<file path="src/rtl/rr_grant_sequencer_if.sv">
// Level req/grant bundle between N requesters and the round-robin grant sequencer.
// The sequencer connects through the slave modport; requesters use master.
interface rr_grant_sequencer_if #(
    parameter int unsigned N = 4
) ();
    localparam int unsigned IdW = $clog2(N);

    logic [N-1:0]   req;
    logic [N-1:0]   grant;
    logic [IdW-1:0] grant_id;
    logic           busy;
    logic           timeout;
    logic           err_onehot;

    modport master (
        output req,
        input  grant,
        input  grant_id,
        input  busy,
        input  timeout,
        input  err_onehot
    );

    modport slave (
        input  req,
        output grant,
        output grant_id,
        output busy,
        output timeout,
        output err_onehot
    );
endinterface

</file>
<file path="src/rtl/rr_grant_sequencer.sv">
// Round-robin arbiter for one shared resource: holds grant while the owner requests, revokes
// after MAX_HOLD cycles, and forces GAP all-low cycles between owners.
module rr_grant_sequencer #(
    parameter int unsigned N        = 4,
    parameter int unsigned MAX_HOLD = 8,
    parameter int unsigned GAP      = 1
) (
    input logic                 clk,
    input logic                 rst,
    rr_grant_sequencer_if.slave bus
);
    localparam int unsigned IdW   = $clog2(N);
    localparam int unsigned HoldW = $clog2(MAX_HOLD + 1);
    localparam int unsigned GapW  = (GAP > 1) ? $clog2(GAP) : 1;

    typedef enum logic [1:0] {StIdle, StGrant, StGap} state_e;

    state_e         state_q, state_d;
    logic [IdW-1:0] ptr_q, ptr_d;
    logic [HoldW-1:0] hold_q, hold_d;
    logic [GapW-1:0]  gap_q, gap_d;
    logic [N-1:0]   grant_q, grant_d;
    logic [IdW-1:0] grant_id_q, grant_id_d;
    logic           busy_q;
    logic           timeout_q, timeout_d;
    logic           err_q;

    logic [N-1:0]   req;
    logic           any_req;
    logic [IdW-1:0] sel;
    logic [IdW-1:0] cand;
    logic [IdW-1:0] next_ptr;
    logic           found;
    logic           arbitrate;
    logic           multi_grant;
    int unsigned    idx;

    assign req     = bus.req;
    assign any_req = |req;

    // First requester at or after ptr, wrapping modulo N.
    always_comb begin
        sel   = '0;
        cand  = '0;
        idx   = 0;
        found = 1'b0;
        for (int unsigned k = 0; k < N; k++) begin
            idx  = (32'(ptr_q) + k) % N;
            cand = IdW'(idx);
            if (!found && req[cand]) begin
                found = 1'b1;
                sel   = cand;
            end
        end
    end

    assign next_ptr = (grant_id_q == IdW'(N - 1)) ? '0 : grant_id_q + 1'b1;

    always_comb begin
        state_d    = state_q;
        ptr_d      = ptr_q;
        hold_d     = hold_q;
        gap_d      = gap_q;
        grant_d    = grant_q;
        grant_id_d = grant_id_q;
        timeout_d  = 1'b0;
        arbitrate  = 1'b0;

        case (state_q)
            StIdle: arbitrate = 1'b1;
            StGrant: begin
                // Owner drop is checked first so it wins over a coincident timeout.
                if (!req[grant_id_q]) begin
                    grant_d = '0;
                    ptr_d   = next_ptr;
                    hold_d  = '0;
                    gap_d   = '0;
                    state_d = StGap;
                end else if (hold_q == HoldW'(MAX_HOLD)) begin
                    grant_d   = '0;
                    ptr_d     = next_ptr;
                    hold_d    = '0;
                    gap_d     = '0;
                    timeout_d = 1'b1;
                    state_d   = StGap;
                end else begin
                    hold_d = hold_q + 1'b1;
                end
            end
            StGap: begin
                // The edge closing the last gap cycle already arbitrates as IDLE would.
                if (gap_q == GapW'(GAP - 1)) begin
                    arbitrate = 1'b1;
                end else begin
                    gap_d = gap_q + 1'b1;
                end
            end
            default: state_d = StIdle;
        endcase

        if (arbitrate) begin
            if (any_req) begin
                grant_d    = {{(N - 1){1'b0}}, 1'b1} << sel;
                grant_id_d = sel;
                hold_d     = HoldW'(1);
                state_d    = StGrant;
            end else begin
                state_d = StIdle;
            end
        end
    end

    assign multi_grant = |(grant_q & (grant_q - 1'b1));

    always_ff @(posedge clk or negedge rst) begin
        if (!rst) begin
            state_q    <= StIdle;
            ptr_q      <= '0;
            hold_q     <= '0;
            gap_q      <= '0;
            grant_q    <= '0;
            grant_id_q <= '0;
            busy_q     <= 1'b0;
            timeout_q  <= 1'b0;
            err_q      <= 1'b0;
        end else begin
            state_q    <= state_d;
            ptr_q      <= ptr_d;
            hold_q     <= hold_d;
            gap_q      <= gap_d;
            grant_q    <= grant_d;
            grant_id_q <= grant_id_d;
            busy_q     <= |grant_d;
            timeout_q  <= timeout_d;
            err_q      <= err_q | multi_grant;
        end
    end

    assign bus.grant      = grant_q;
    assign bus.grant_id   = grant_id_q;
    assign bus.busy       = busy_q;
    assign bus.timeout    = timeout_q;
    assign bus.err_onehot = err_q;
endmodule

</file>
<file path="src/flat_wrapper.sv">
// flat-port wrapper written by rule: the top's interface ports become plain ports
module rr_grant_sequencer_flat 
#(
    parameter int unsigned N        = 4,
    parameter int unsigned MAX_HOLD = 8,
    parameter int unsigned GAP      = 1
)
  (clk, rst, bus_req, bus_grant, bus_grant_id, bus_busy, bus_timeout, bus_err_onehot);
  rr_grant_sequencer_if #(.N(N)) bus_i ();
  input logic clk;
  input logic rst;
  input wire logic [$bits(bus_i.req)-1:0] bus_req;
  output wire logic [$bits(bus_i.grant)-1:0] bus_grant;
  output wire logic [$bits(bus_i.grant_id)-1:0] bus_grant_id;
  output wire logic [$bits(bus_i.busy)-1:0] bus_busy;
  output wire logic [$bits(bus_i.timeout)-1:0] bus_timeout;
  output wire logic [$bits(bus_i.err_onehot)-1:0] bus_err_onehot;
  assign bus_i.req = bus_req;
  assign bus_grant = bus_i.grant;
  assign bus_grant_id = bus_i.grant_id;
  assign bus_busy = bus_i.busy;
  assign bus_timeout = bus_i.timeout;
  assign bus_err_onehot = bus_i.err_onehot;
  rr_grant_sequencer #(.N(N), .MAX_HOLD(MAX_HOLD), .GAP(GAP)) u_core (.clk(clk), .rst(rst), .bus(bus_i));
endmodule
</file>
<file path="config.mk">
export PLATFORM = sky130hd
export DESIGN_NAME = rr_grant_sequencer_flat
export DESIGN_NICKNAME = d
export VERILOG_FILES = /design/src/rtl/rr_grant_sequencer_if.sv /design/src/rtl/rr_grant_sequencer.sv /design/src/flat_wrapper.sv
export SDC_FILE = /design/constraint.sdc
export NUM_CORES = 1
export LEC_CHECK = 0
export CAP_MARGIN = 10
export CORE_ASPECT_RATIO = 0.75
export CORE_MARGIN = 2
export CORE_UTILIZATION = 45
export DETAILED_ROUTE_END_ITERATION = 12
export GPL_ROUTABILITY_DRIVEN = 0
export GPL_TIMING_DRIVEN = 0
export PLACE_DENSITY = 0.74
export RECOVER_POWER = 100
export SYNTH_ARGS = -nofsm -noshare
export SYNTH_HDL_FRONTEND = slang
export SYNTH_SLANG_ARGS = --single-unit
</file>
<file path="constraint.sdc">
create_clock -name clk -period 1.54 [get_ports clk]
set_input_delay 0.154 -clock clk [delete_from_list [all_inputs] [get_ports clk]]
set_output_delay 0.154 -clock clk [all_outputs]
set_load 0.05 [all_outputs]
</file>
Word level (Yosys, flattened, before mapping)

Index checks and enable logic that the tools add are counted.

Bits in registers: 18
Output and inout bits: 9

Add/sub/neg operators: 7
Order comparisons: 5
Equal/unequal tests: 8
Shift operators: 1
Mux-type cells: 44
Bitwise logic cells: 2
Reduce and logical (&&, ||, !) cells: 16

Operators with widths:

| operator              | count |
|---|---|
| $mux W4               | 10 |
| $mux W2               | 10 |
| $mux W1               | 16 |
| $lt A2 B3 Y1 const B  | 5 |
| $reduce_or A4 Y1      | 3 |
| $bmux W1 S2           | 5 |
| $reduce_and A2 Y1     | 4 |
| $add A2 B1 Y2 const B | 2 |
| $add A2 B2 Y2 const B | 2 |
| $add A4 B1 Y4 const B | 1 |
| $and A4 B4 Y4         | 1 |
| $eq A2 B2 Y1 const B  | 2 |
| $eq A4 B4 Y1 const B  | 1 |
| $ne A4 B3 Y1 const B  | 1 |
| $pmux W1 S2           | 2 |
| $pmux W2 S2           | 1 |
| $shl A1 B2 Y4 const A | 1 |
| $sub A4 B1 Y4 const B | 1 |
| $logic_and A1 B1 Y1   | 3 |
| $logic_not A1 Y1      | 3 |
| $ne A3 B3 Y1 const B  | 1 |
| $eq A2 B1 Y1 const B  | 1 |
| $logic_not A2 Y1      | 1 |
| $ne A2 B1 Y1 const B  | 1 |
| other kinds (5)       | 5 |

Logic depth before layout (Yosys ltp)

Word-level depth: 16
Gate-level depth with buffers: 6

Least setup slack after synthesis

OpenSTA, ideal clock, no wires.

Kind: register -> register
Start: reg u_core.grant_id_q[0], in the netlist u_core.bus.grant_id[0]
End: reg u_core.ptr_q[0]
Arrival time: 1.879 ns
Data required time: 1.415 ns
Setup slack: -0.464 ns
Cell stages (with the launch flop): 4
Period minus slack after synthesis: 2.004 ns
Cell sequence: dfrtp_1 -> mux4_2 -> a21oi_4 -> mux2_2

Word-level cells in the longest chain between the ends: 4
Elaborated cells between the ends (all ways): 9
Classes of those cells: 1 x add/sub; 2 x eq/ne; 5 x mux; 1 x reduce/logical

RTL lines:

| element                                             | RTL line                                           | text |
|---|---|---|
| start: declaration                                  | rr_grant_sequencer.sv:23                           | `logic [IdW-1:0] grant_id_q, grant_id_d;` |
| start signal: assignment                            | rr_grant_sequencer.sv:132                          | `grant_id_q <= grant_id_d;` |
| $add A2 B1 Y2, or another cell as far along         | rr_grant_sequencer.sv:57                           | `assign next_ptr = (grant_id_q == IdW'(N - 1)) ? '0 : grant_id_q + 1'b1;` |
| $mux W2 / $mux W1 (equally long branches)           | rr_grant_sequencer.sv:57, rr_grant_sequencer.sv:73 |  |
| $mux W2 / $ne A2 B2 Y1 (equally long branches)      | n/a                                                |  |
| $mux W2 / $reduce_and A2 Y1 (equally long branches) | n/a                                                |  |
| end signal: assignment                              | rr_grant_sequencer.sv:128                          | `ptr_q <= ptr_d;` |
| end: declaration                                    | rr_grant_sequencer.sv:19                           | `logic [IdW-1:0] ptr_q, ptr_d;` |

Parallel ways exist; a longest one is shown, timed or not. The select of a mux whose other input is x is not followed.
A chain may end at the register's enable or synchronous reset.

Worst setup path after layout

Start: reg u_core.grant_id_q[0], in the netlist u_core.bus.grant_id[0]
End: reg u_core.ptr_q[1]

Same word-level chain as after synthesis.

==> flow_summary.yaml <==
run_status:
  status: "finished with violations"
  violations: "negative setup slack"
final_layout:
  multi_input_area_um2: 434.2
  final_cell_mix: "dfrtp_1 (16), dlygate4sd2_1 (8), nor2_1 (7), nand2_1 (7), buf_4 (5)"
  nNetsFinal: 112
  mostFrequentLayoutCell: "dfrtp_1"
  fillers: 147
  drive_gt1_share_pct: 20.59
  diodes: 0
  finish.instance_area_um2: 1106
  regArea_um2: 426.7
  syn2layout_area_growth_pct: 31.94
pwr:
  p_leak_nw: 0.5011
  p_total_mw: 2.243
  power_frac_seq_pct: 34.2
  swShare_pct: 45.25
  internal_power_mw: 1.228
  p_switching_mw: 1.015
  ir_drop_mv: 1.260
  p_comb_share_pct: 55.0
  power_density_nw_per_um2: 2028
  p_clk_share_pct: 10.8
logic_synthesis:
  synth_area_per_cell_um2: 10.61
  synthSimpleGateAreaFrac_pct: 18.96
  synthTopCellsByArea: "dfrtp_1 (51%), ha_1 (4.5%), nand2_1 (3.1%)"
  ys_seq_area_share_pct: 50.75
  synth_compound_area_share_pct: 14.18
  synth_cells: 79
  synth_warnings: 0
  synth.top_cell.area_share_pct: 50.75
  synthesis.area_um2: 838.3
  synthAdderAreaFrac_pct: 5.672
  synth_cell_type_count: 30
  synth_top_family_by_area: "simple AND/OR/NAND/NOR gates"
  synth.largest_area_cell: "dfrtp_1"
  ys_ff_latch: 17
  syn-num-nets: 88
  synthMuxAreaShare_pct: 6.567
  yosys.area_share.xor_xnor_pct: 2.090
floorplanning:
  core_um2: 1740
  initial_core_util_pct: 48.17
  rows: 13
  io-pin-count: 15
  dieArea_um2: 2228
  die_y_um: 41.38
  die_x_um: 53.84
detailed_routing:
  drtIter0Drc: 7
  viasPerCell: 5.363
  routedWlPerCell_um: 13.52
  drc: 0
  ant_nets: 0
  drt_first_pass_iters: 4
  dr_total_vias: 665
  drt-total-wl_mm: 1.677
placement:
  post-dp-hpwl_mm: 1.192
  placed_cell_area_um2: 1015
  portBuffers: 14
  pre_cts_ws_ps: -411.5
worst_setup_path:
  end_kind: "register"
  path_delay_family: "multiplexers"
  r2r-start: "u_core.bus.grant_id[0]"
  worstPathCellList: "mux4_2 -> a21oi_4 -> mux2_4"
  regToRegEndpoint: "u_core.ptr_q[1]"
  cpMaxStageDelayCell: "mux4_2"
  ff2ff_path_depth: 3
  path_class: "register to register"
  critPathMaxStageDelay_ps: 560
  crit_required_ps: 1720
  crit_path_start_kind: "register"
  crit_buf_inv: 0
  rrSetupSlack_ps: -120
  critPathArrivalTime_ps: 1840
  path_max_fanout: 5
clocking:
  cts_tree: "built"
  postCtsHoldBufs: 0
  clk_latency_ps: 290
  cts_sinks: 17
  clk_pin_slew_ps: 110
  h-tree-depth: 1
  numCtsBuffers: 3
  clk_path_buf_depth: 2
  root_buffer: "clkbuf_4"
timing:
  final-max-slew-violation-count: 0
  period_share_pct: 107.6
  rsz0062_at_grt: "true"
  skew_ps: 8.314
  fmax_mhz: 603.4
  slew_headroom_pct: 48.47
  finalSetupViolCount: 9
  setup_ws_ps: -117.4
  worst_pin_slew_ps: 770.4
  fin_crit_ps: 1657
  finalHoldViolations: 0
global_routing:
  grt_pass1_wl_mm: 2.553
  grt_overflow: 0
  grt_use_total_pct: 17.11
  grt_max_degree: 18
  antenna_found_initial: 0
  grt_pass1_vias: 540
run:
  drv_cap: 0
min_path:
  min_path_type: "input pin to asynchronous set/reset pin"
==> per-layer routing <==
layer / track usage, % / routed length (µm)
met5: 0 / 0
met4: 2.564 / 7
met3: 6.786 / 68
met2: 25.61 / 719
met1: 23.82 / 881
==> per-stage QoR <==
| stage | utilization (%) | TNS [ps] | hold WS [ps] | std cells |
|---|---|---|---|---|
| finish | 63.55 | -700.2 | 365.5 | 124 |
| CTS | 63.41 | -1006 | 322.5 | 125 |
| detailed placement | 58.30 | -3809 | 471.3 | 115 |
| global route | 63.55 | -1382 | 413.9 | 124 |
| global placement | 58.30 | -3543 | 459.0 | 115 |
| floorplan | - | -1395 | -141.6 | 79 |
==> how the worst max path moves through the flow <==
stage          cells past startpoint              startpoint             endpoint
2_1_floorplan                      3  u_core.bus.grant_id[0]      u_core.ptr_q[0]
3_3_place_gp                       5              bus_req[2]  u_core.bus.grant[2]
3_5_place_dp                       5              bus_req[2]  u_core.bus.grant[2]
4_1_cts                            3  u_core.bus.grant_id[0]      u_core.ptr_q[0]
5_1_grt                            3  u_core.bus.grant_id[0]      u_core.ptr_q[1]
6_report                           3  u_core.bus.grant_id[0]      u_core.ptr_q[1]
==> cell usage after synthesis (all sizes together) <==
library cell	instances
mux4	1
o21ai	4
mux2i	1
ha	3
or3	1
nor3	5
o2bb2ai	2
xor2	2
o311ai	1
nand3	1
or2	1
dfrtp	17
nor4	2
maj3	1
nand4	1
a22o	2
nand3b	1
nor2b	2
a21oi	4
nand2	7
nor2	8
mux2	2
nand2b	3
inv	3
clkbuf	1
a21o	1
o21bai	1
a311oi	1
==> power groups by stage <==
stage | logic (mW) | clock network [mW] | registers, mW
after floorplan | 0.569 | 0 | 0.993
after global placement | 1.07 | 0 | 0.778
after detailed placement | 1.09 | 0 | 0.787
after CTS | 1.23 | 0.249 | 0.768
after global routing | 1.35 | 0.263 | 0.793
final | 1.23 | 0.242 | 0.767
==> area by class of cell <==
| class | count | area share, % |
|---|---|---|
| inverter | 3 | 1.018 |
| sequential | 17 | 38.57 |
| tap | 22 | 2.489 |
| multi-input combinational | 58 | 39.25 |
| clock inverter | 1 | 0.4525 |
| timing repair buffer | 20 | 16.18 |
| clock buffer | 3 | 2.036 |
==> kinds of logic after synthesis <==
family                     Yosys count
buffers and inverters                4
AOI/OAI and AO/OA                   16
and+or+nand+nor                     32
xor gates and xnor gates             2
muxes                                4
DFF                                 17
adders and majority gates            4
==> registers in the layout, indices dropped and copies added, names as in the netlist <==
signal                 count
u_core.bus.grant_id        2
u_core.bus.busy            1
u_core.bus.timeout         1
u_core.bus.grant           4
u_core.ptr_q               2
u_core.state_q             2
u_core.hold_q              4
u_core.bus.err_onehot      1
==> timing repair <==
action	in CTS	in global routing
resized for setup	15	3
endpoints found under the setup margin	17	12
gates cloned	0	0
buffers inserted	6	1
pin swaps	5	2
(Power assumes the default switching activity.)
